--- config.mk ---
export PLATFORM = sky130hd
export DESIGN_NAME = keypad_matrix_scanner_flat
export DESIGN_NICKNAME = d
export VERILOG_FILES = /design/src/rtl/keypad_pkg.sv /design/src/rtl/keypad_matrix_scanner_if.sv /design/src/rtl/keypad_evt_fifo.sv /design/src/rtl/keypad_matrix_scanner.sv /design/src/flat_wrapper.sv
export SDC_FILE = /design/constraint.sdc
export NUM_CORES = 1
export LEC_CHECK = 0
export ABC_AREA = 0
export CAP_MARGIN = 10
export CORE_MARGIN = 2
export CORE_UTILIZATION = 31
export CTS_BUF_LIST = sky130_fd_sc_hd__clkbuf_16
export DETAILED_ROUTE_END_ITERATION = 10
export PLACE_DENSITY_LB_ADDON = 0.12
export RECOVER_POWER = 25
export SYNTH_ARGS = -nofsm -noshare
export SYNTH_HDL_FRONTEND = slang
export SYNTH_HIERARCHICAL = 1
export SYNTH_SLANG_ARGS = --single-unit
export TNS_END_PERCENT = 1
--- constraint.sdc ---
create_clock -name sys_clk -period 2.4 [get_ports sys_clk]
set_input_delay 0.48 -clock sys_clk [delete_from_list [all_inputs] [get_ports sys_clk]]
set_output_delay 0.48 -clock sys_clk [all_outputs]
set_load 0.02 [all_outputs]
--- src/rtl/keypad_pkg.sv ---
// Shared constants for the keypad scanner: event type codes, FSM state
// encoding and a width helper used throughout the scanner and its FIFO.
package keypad_pkg;

   localparam logic [1:0] EVT_PRESS   = 2'b01;
   localparam logic [1:0] EVT_RELEASE = 2'b10;
   localparam logic [1:0] EVT_REPEAT  = 2'b11;

   typedef enum logic [1:0] {
      IDLE    = 2'd0,
      HELD    = 2'd1,
      LOCKOUT = 2'd2
   } kp_state_t;

   // Ceiling log2, never below 1 so it can always size a vector.
   function automatic int clog2(input int value);
      int result;
      result = 1;
      for (int i = 0; i < 31; i++) begin
         if ((1 << i) < value) result = i + 1;
      end
      return result;
   endfunction

endpackage

--- src/rtl/keypad_matrix_scanner_if.sv ---
// Key-event stream between the scanner (master) and the downstream
// controller (slave): valid/ready handshake carrying a code and an event type.
interface keypad_evt_if #(
   parameter int CODE_W = 4
);
   logic              evt_valid;
   logic              evt_ready;
   logic [CODE_W-1:0] evt_code;
   logic [1:0]        evt_type;

   modport master (output evt_valid, output evt_code, output evt_type, input evt_ready);
   modport slave  (input evt_valid, input evt_code, input evt_type, output evt_ready);
endinterface

--- src/rtl/keypad_evt_fifo.sv ---
// Small synchronous event FIFO; a push into a full queue with no
// simultaneous pop is dropped and latches the sticky overflow flag.
module keypad_evt_fifo
   import keypad_pkg::*;
#(
   parameter int WIDTH = 6,
   parameter int DEPTH = 4
) (
   input  logic             sys_clk,
   input  logic             sys_rst_n,
   input  logic             push,
   input  logic [WIDTH-1:0] push_data,
   input  logic             pop,
   output logic [WIDTH-1:0] head,
   output logic             empty,
   output logic             overflow,
   input  logic             clr_ovf
);
   localparam int AW = clog2(DEPTH);

   logic [WIDTH-1:0] mem [DEPTH];
   logic [AW:0]      wr_ptr_reg;
   logic [AW:0]      rd_ptr_reg;
   logic             overflow_reg;
   logic             full;
   logic             pop_ok;
   logic             push_ok;

   // Extra pointer bit distinguishes full from empty when the addresses match.
   assign empty   = (wr_ptr_reg == rd_ptr_reg);
   assign full    = (wr_ptr_reg[AW] != rd_ptr_reg[AW]) &&
                    (wr_ptr_reg[AW-1:0] == rd_ptr_reg[AW-1:0]);
   assign pop_ok  = pop && !empty;
   assign push_ok = push && (!full || pop_ok);

   always_ff @(posedge sys_clk or negedge sys_rst_n) begin
      if (!sys_rst_n) begin
         wr_ptr_reg   <= '0;
         rd_ptr_reg   <= '0;
         overflow_reg <= 1'b0;
      end else begin
         if (push_ok) wr_ptr_reg <= wr_ptr_reg + 1'b1;
         if (pop_ok)  rd_ptr_reg <= rd_ptr_reg + 1'b1;
         if (push && full && !pop_ok) overflow_reg <= 1'b1;
         else if (clr_ovf)            overflow_reg <= 1'b0;
      end
   end

   always_ff @(posedge sys_clk) begin
      if (push_ok) mem[wr_ptr_reg[AW-1:0]] <= push_data;
   end

   assign head     = empty ? '0 : mem[rd_ptr_reg[AW-1:0]];
   assign overflow = overflow_reg;

endmodule

--- src/rtl/keypad_matrix_scanner.sv ---
// Matrix keypad scanner: one-hot row drive, whole-frame debounce,
// press/hold/release FSM with optional auto-repeat, and a queued event output.
module keypad_matrix_scanner
   import keypad_pkg::*;
#(
   parameter  int ROWS         = 4,
   parameter  int COLS         = 3,
   parameter  int SCAN_DIV     = 1000,
   parameter  int DEBOUNCE     = 3,
   parameter  int REPEAT_SCANS = 0,
   parameter  int FIFO_DEPTH   = 4,
   localparam int CODE_W       = clog2(ROWS * COLS)
) (
   input  logic              sys_clk,
   input  logic              sys_rst_n,
   input  logic [COLS-1:0]   col_in,
   output logic [ROWS-1:0]   row_out,
   keypad_evt_if.master      evt,
   output logic              key_down,
   output logic [CODE_W-1:0] held_code,
   output logic              overflow,
   input  logic              clr_ovf
);
   localparam int NKEYS = ROWS * COLS;
   localparam int DIV_W = clog2(SCAN_DIV);
   localparam int ROW_W = clog2(ROWS);
   localparam int DEB_W = clog2(DEBOUNCE + 1);
   localparam int REP_W = clog2(REPEAT_SCANS + 1);

   localparam logic [DIV_W-1:0] DIV_LAST = DIV_W'(SCAN_DIV - 1);
   localparam logic [ROW_W-1:0] ROW_LAST = ROW_W'(ROWS - 1);
   localparam logic [DEB_W-1:0] DEB_FULL = DEB_W'(DEBOUNCE);
   localparam logic [DEB_W-1:0] DEB_PRE  = DEB_W'(DEBOUNCE - 1);
   localparam logic [REP_W-1:0] REP_LAST = (REPEAT_SCANS > 0) ? REP_W'(REPEAT_SCANS - 1) : '0;

   logic [DIV_W-1:0]  div_cnt_reg;
   logic [ROW_W-1:0]  row_idx_reg;
   logic [ROWS-1:0]   row_onehot_reg;
   logic [NKEYS-1:0]  frame_reg;
   logic [NKEYS-1:0]  prev_frame_reg;
   logic [NKEYS-1:0]  frame_now;
   logic [DEB_W-1:0]  stable_cnt_reg;
   logic              tick;
   logic              last_row;
   logic              frame_end;
   logic              frame_same;
   logic              commit;
   logic              scan_pulse;

   assign tick       = (div_cnt_reg == DIV_LAST);
   assign last_row   = (row_idx_reg == ROW_LAST);
   assign frame_end  = tick && last_row;
   assign frame_same = (frame_now == prev_frame_reg);
   assign commit     = frame_end && (frame_same ? (stable_cnt_reg == DEB_PRE) : (DEBOUNCE == 1));
   assign scan_pulse = frame_end && frame_same && (stable_cnt_reg == DEB_FULL);
   assign row_out    = row_onehot_reg;

   // The row currently driven sees live columns so the frame is complete at frame end.
   for (genvar gi = 0; gi < ROWS; gi++) begin : g_frame
      assign frame_now[gi*COLS +: COLS] = (row_idx_reg == ROW_W'(gi)) ? col_in
                                                                      : frame_reg[gi*COLS +: COLS];
   end

   always_ff @(posedge sys_clk or negedge sys_rst_n) begin
      if (!sys_rst_n) begin
         div_cnt_reg    <= '0;
         row_idx_reg    <= '0;
         row_onehot_reg <= ROWS'(1);
         frame_reg      <= '0;
         prev_frame_reg <= '0;
         stable_cnt_reg <= '0;
      end else if (tick) begin
         div_cnt_reg    <= '0;
         row_idx_reg    <= last_row ? '0 : row_idx_reg + 1'b1;
         row_onehot_reg <= {row_onehot_reg[ROWS-2:0], row_onehot_reg[ROWS-1]};
         frame_reg      <= frame_now;
         if (last_row) begin
            if (frame_same) begin
               if (stable_cnt_reg != DEB_FULL) stable_cnt_reg <= stable_cnt_reg + 1'b1;
            end else begin
               stable_cnt_reg <= DEB_W'(1);
               prev_frame_reg <= frame_now;
            end
         end
      end else begin
         div_cnt_reg <= div_cnt_reg + 1'b1;
      end
   end

   logic              one_seen;
   logic              multi;
   logic              single;
   logic [CODE_W-1:0] single_code;

   always_comb begin
      one_seen    = 1'b0;
      multi       = 1'b0;
      single_code = '0;
      for (int i = 0; i < NKEYS; i++) begin
         if (frame_now[i]) begin
            if (one_seen) multi = 1'b1;
            one_seen    = 1'b1;
            single_code = CODE_W'(i);
         end
      end
   end
   assign single = one_seen && !multi;

   kp_state_t         state_reg, state_next;
   logic [CODE_W-1:0] held_code_reg, held_code_next;
   logic [REP_W-1:0]  rep_cnt_reg, rep_cnt_next;
   logic              push_reg, push_next;
   logic [CODE_W-1:0] push_code_reg, push_code_next;
   logic [1:0]        push_type_reg, push_type_next;

   always_ff @(posedge sys_clk or negedge sys_rst_n) begin
      if (!sys_rst_n) begin
         state_reg     <= IDLE;
         held_code_reg <= '0;
         rep_cnt_reg   <= '0;
         push_reg      <= 1'b0;
         push_code_reg <= '0;
         push_type_reg <= EVT_PRESS;
      end else begin
         state_reg     <= state_next;
         held_code_reg <= held_code_next;
         rep_cnt_reg   <= rep_cnt_next;
         push_reg      <= push_next;
         push_code_reg <= push_code_next;
         push_type_reg <= push_type_next;
      end
   end

   always_comb begin
      state_next     = state_reg;
      held_code_next = held_code_reg;
      rep_cnt_next   = rep_cnt_reg;
      push_next      = 1'b0;
      push_code_next = held_code_reg;
      push_type_next = EVT_PRESS;
      case (state_reg)
         IDLE: begin
            if (commit && single) begin
               push_next      = 1'b1;
               push_code_next = single_code;
               held_code_next = single_code;
               rep_cnt_next   = '0;
               state_next     = HELD;
            end
         end
         HELD: begin
            if (commit) begin
               if (!one_seen) begin
                  push_next      = 1'b1;
                  push_type_next = EVT_RELEASE;
                  state_next     = IDLE;
               end else if (multi || single_code != held_code_reg) begin
                  // A different or ghosted pattern ends the hold; wait for all keys up.
                  push_next      = 1'b1;
                  push_type_next = EVT_RELEASE;
                  state_next     = LOCKOUT;
               end
            end else if (scan_pulse && REPEAT_SCANS > 0) begin
               if (rep_cnt_reg == REP_LAST) begin
                  push_next      = 1'b1;
                  push_type_next = EVT_REPEAT;
                  rep_cnt_next   = '0;
               end else begin
                  rep_cnt_next = rep_cnt_reg + 1'b1;
               end
            end
         end
         LOCKOUT: begin
            if (commit && !one_seen) state_next = IDLE;
         end
         default: state_next = IDLE;
      endcase
   end

   assign key_down  = (state_reg == HELD);
   assign held_code = held_code_reg;

   logic fifo_empty;

   keypad_evt_fifo #(
      .WIDTH (CODE_W + 2),
      .DEPTH (FIFO_DEPTH)
   ) u_fifo (
      .sys_clk   (sys_clk),
      .sys_rst_n (sys_rst_n),
      .push      (push_reg),
      .push_data ({push_type_reg, push_code_reg}),
      .pop       (evt.evt_ready),
      .head      ({evt.evt_type, evt.evt_code}),
      .empty     (fifo_empty),
      .overflow  (overflow),
      .clr_ovf   (clr_ovf)
   );

   assign evt.evt_valid = !fifo_empty;

endmodule

--- src/flat_wrapper.sv ---
// flat-port wrapper written by rule: the top's interface ports become plain ports
module keypad_matrix_scanner_flat import keypad_pkg::*;
#(
   parameter  int ROWS         = 4,
   parameter  int COLS         = 3,
   parameter  int SCAN_DIV     = 1000,
   parameter  int DEBOUNCE     = 3,
   parameter  int REPEAT_SCANS = 0,
   parameter  int FIFO_DEPTH   = 4,
   localparam int CODE_W       = clog2(ROWS * COLS)
)
  (sys_clk, sys_rst_n, col_in, row_out, key_down, held_code, overflow, clr_ovf, evt_evt_valid, evt_evt_code, evt_evt_type, evt_evt_ready);
  keypad_evt_if #(.CODE_W(4)) evt_i ();
  input  logic sys_clk;
  input  logic sys_rst_n;
  input  logic [COLS-1:0] col_in;
  output logic [ROWS-1:0] row_out;
  output logic key_down;
  output logic [CODE_W-1:0] held_code;
  output logic overflow;
  input  logic clr_ovf;
  output wire logic [$bits(evt_i.evt_valid)-1:0] evt_evt_valid;
  output wire logic [$bits(evt_i.evt_code)-1:0] evt_evt_code;
  output wire logic [$bits(evt_i.evt_type)-1:0] evt_evt_type;
  input wire logic [$bits(evt_i.evt_ready)-1:0] evt_evt_ready;
  assign evt_evt_valid = evt_i.evt_valid;
  assign evt_evt_code = evt_i.evt_code;
  assign evt_evt_type = evt_i.evt_type;
  assign evt_i.evt_ready = evt_evt_ready;
  keypad_matrix_scanner #(.ROWS(ROWS), .COLS(COLS), .SCAN_DIV(SCAN_DIV), .DEBOUNCE(DEBOUNCE), .REPEAT_SCANS(REPEAT_SCANS), .FIFO_DEPTH(FIFO_DEPTH)) u_core (.sys_clk(sys_clk), .sys_rst_n(sys_rst_n), .col_in(col_in), .row_out(row_out), .evt(evt_i), .key_down(key_down), .held_code(held_code), .overflow(overflow), .clr_ovf(clr_ovf));
endmodule
==> impl_metrics.json <==
{
  "status": "complete, but fails checks",
  "violations": "capacitance limit, slew limit, setup timing",
  "power_density_nw_per_um2": 470,
  "antenna_found_initial": 0,
  "synth-seq-cells": 82,
  "dr_wl_met3_um": 221,
  "grt_pass1_wl_um": 16800,
  "leakage_nw": 2.52,
  "port_buffers": 23,
  "cts_sinks": 82,
  "grt_pass1_vias": 3212,
  "drt_iter0_drc": 133,
  "placed_cells": 632,
  "synth_top_area_share_pct": 31.9,
  "nets": 499,
  "cp.required_ns": 2.62,
  "synth_top_area_cell": "dfrtp_1",
  "reg2reg_slack_ns": -0.28,
  "fill_cells": 1282,
  "start_util_pct": 31.7,
  "hp-class": "flop to flop",
  "cts_tree": "done",
  "cap_violations": 1,
  "finClkSkew_ns": 0.00441,
  "netlist_area_sq_um": 4400,
  "ys_seq_area_share_pct": 49.5,
  "grt_max_degree": 34,
  "routedWlPerCell_um": 15.2,
  "hold_viol_final": 0,
  "core_area_sq_um": 13900,
  "clockBufferDepth": 2,
  "vias": 3181,
  "via_per_inst": 4.78,
  "fmax_mhz": 373,
  "grt.total_usage_pct": 14.7,
  "setup_viol": 9,
  "synthToLayoutAreaGrowth_pct": 39.0,
  "drc_errors": 0,
  "wl_met2_um": 4950,
  "ctsHoldBuffers": 0,
  "synthTopCellsByCount": "dfrtp_1, nor2_1, edfxtp_1",
  "syn_area_per_cell_sq_um": 11.8,
  "min_path_cells": 1,
  "total_power_mw": 2.87,
  "postRouteWirelength_um": 10100,
  "yosysMostFrequentCell": "dfrtp_1",
  "cts_made_buffers": 9,
  "peakVddDrop_mv": 0.303,
  "critPathLaunchType": "flop",
  "crit_fanout": 5,
  "path_class": "flop to flop",
  "drv_slew": 26,
  "whs_endpoint": "u_core/div_cnt_reg[9]$_DFF_PN0_",
  "setup_tns_ns": -1.92,
  "die_area_sq_um": 15100,
  "finalNonFillerCells": 665,
  "r2r.worst_path.cells": 12,
  "rsz0062_at_grt": "true",
  "endpoint_kind": "flop",
  "post-route-period-util_pct": 112,
  "yosys_warnings": 6,
  "die_y_um": 123,
  "slew_headroom_pct": -2.75,
  "synth.area.top_cells": "dfrtp_1, edfxtp_1, mux4_1",
  "num_antenna_cells": 0,
  "postSynthCellCount": 372,
  "routed.top_layer": "met4",
  "r2r-start": "u_core/row_idx_reg[0]$_DFFE_PN0N_",
  "cts_htree_levels": 3,
  "largest_reg_flops": 24,
  "final_layout_size_suffix_gt1_share_pct": 37.7,
  "async_flop_share_pct": 70.7,
  "worst_ep_arrival_time_ns": 2.90,
  "dpl.hpwl_um": 7230,
  "io_pins": 24,
  "m1WireLength_um": 4650,
  "grt-ovfl-total": 0,
  "die_w_um": 123,
  "worstMarginPinSlew_ns": 1.54,
  "fin_crit_ns": 2.68,
  "synth_cell_types": 60,
  "regToRegEndpoint": "u_core/state_reg[0]$_DFFE_PN0P_",
  "drtPass1Iterations": 4,
  "rows": 43,
  "syn_nets": 391,
  "clk_pin_slew_ns": 0.06,
  "gp_congestion": 0.756,
  "synth_top_flop_cell": "dfrtp_1",
  "synth-edff-count": 24,
  "cts-root-buf": "clkbuf_16",
  "worstSkewPairLatency_ns": 0.34,
  "min_from": "u_core/div_cnt_reg[9]$_DFF_PN0_",
  "drtAntennaViolNets": 0,
  "setup_ws_ns": -0.279
}
==> logic make-up (layout without fill, tap and decap cells) <==
| group | count (synthesis) | after routing | synth area share (%) |
|---|---|---|---|
| mux | 34 | 34 | 11.1 |
| flops | 82 | 82 | 49.5 |
| xor+xnor | 27 | 27 | 5.98 |
| buf+inv | 26 | 139 | 3.33 |
| fa+ha+maj | 13 | 13 | 3.64 |
| compound gates | 65 | 65 | 9.65 |
| simple gates | 125 | 125 | 16.9 |
==> final cells by class <==
type,count,area (sq um),area share [%]
multi-input cells,264,2430,39.7
flip-flops and latches,82,2180,35.6
repair buffers,111,950,15.5
clock buffers,9,225,3.69
well taps,180,225,3.69
clock inverters,7,62.6,1.02
inverters,12,45.0,0.737
==> cells in the final DEF, fill, tap and decap left out, drive strengths merged, types with 8 or more instances in the layout <==
cell type,synthesis,layout
xnor2,17,17
nor2b,9,9
dfrtp,56,56
nor4,8,8
nor2,39,39
ha,12,12
a21oi,23,23
mux2i,13,13
clkdlybuf4s50,0,13
and3,8,8
mux2,15,15
buf,9,88
nand2,12,12
nand3,9,9
o21ai,10,10
edfxtp,24,24
nor3,11,11
inv,12,14
clkbuf,5,13
xor2,10,10
==> how the worst max path moves through the flow <==
| stage | startpoint | endpoint | slack (ns) | cells after the start |
|---|---|---|---|---|
| 6_report | u_core/row_idx_reg[0]$_DFFE_PN0N_ | u_core/state_reg[0]$_DFFE_PN0P_ | -0.28 | 12 |
| 5_1_grt | u_core/row_idx_reg[0]$_DFFE_PN0N_ | u_core/state_reg[0]$_DFFE_PN0P_ | -0.39 | 12 |
| 4_1_cts | u_core/row_idx_reg[0]$_DFFE_PN0N_ | u_core/push_code_reg[2]$_DFFE_PN0P_ | -0.24 | 10 |
| 3_5_place_dp | col_in[2] | u_core/push_code_reg[2]$_DFFE_PN0P_ | -0.67 | 8 |
| 3_3_place_gp | col_in[2] | u_core/push_code_reg[0]$_DFFE_PN0P_ | -0.69 | 8 |
| 2_1_floorplan | u_core/row_idx_reg[1]$_DFFE_PN0N_ | u_core/push_code_reg[0]$_DFFE_PN0P_ | -0.18 | 9 |
==> through the flow <==
stage / hold WS, ns / worst slack [ns] / cell area, sq um / utilization (%)
floorplan: 0.184 / -0.184 / 4420 / -
global placement: 0.468 / -0.686 / 5360 / 38.6
detailed placement: 0.483 / -0.672 / 5360 / 38.6
CTS: 0.190 / -0.241 / 5970 / 43.0
global route: 0.510 / -0.386 / 6110 / 44.0
finish: 0.484 / -0.279 / 6110 / 44.0
==> worst max-delay path: stages, from the launching register on <==
cell and delay, ns:
dfrtp_1 0.41, buf_4 0.15, buf_6 0.11, ha_4 0.17
nor3b_2 0.17, buf_4 0.14, o211ai_1 0.31, buf_4 0.20
a21oi_4 0.04, a211oi_2 0.29, nor4_4 0.10, buf_4 0.15
a221o_2 0.33
==> what timing repair did <==
action,in CTS,in global routing
setup endpoints to repair,30,30
buffers inserted,11,6
pin swaps,17,16
cloned,0,0
gates resized for setup,56,29
==> report_power, final <==
part	switching (mW)	internal (mW)	leakage [nW]
clock network	0.543	0.794	0.145
registers	0.00574	1.44	0.979
logic	0.0537	0.0408	1.39
total	0.603	2.27	2.52
==> per-layer routing <==
| metal | vias to the layer above | GRT usage, % |
|---|---|---|
| li1 | 1585 | - |
| met1 | 1550 | 18.7 |
| met2 | 29 | 24.4 |
| met3 | 17 | 2.81 |
| met4 | 0 | 6.61 |
| met5 | - | 0 |
(Power assumes the default switching activity.)
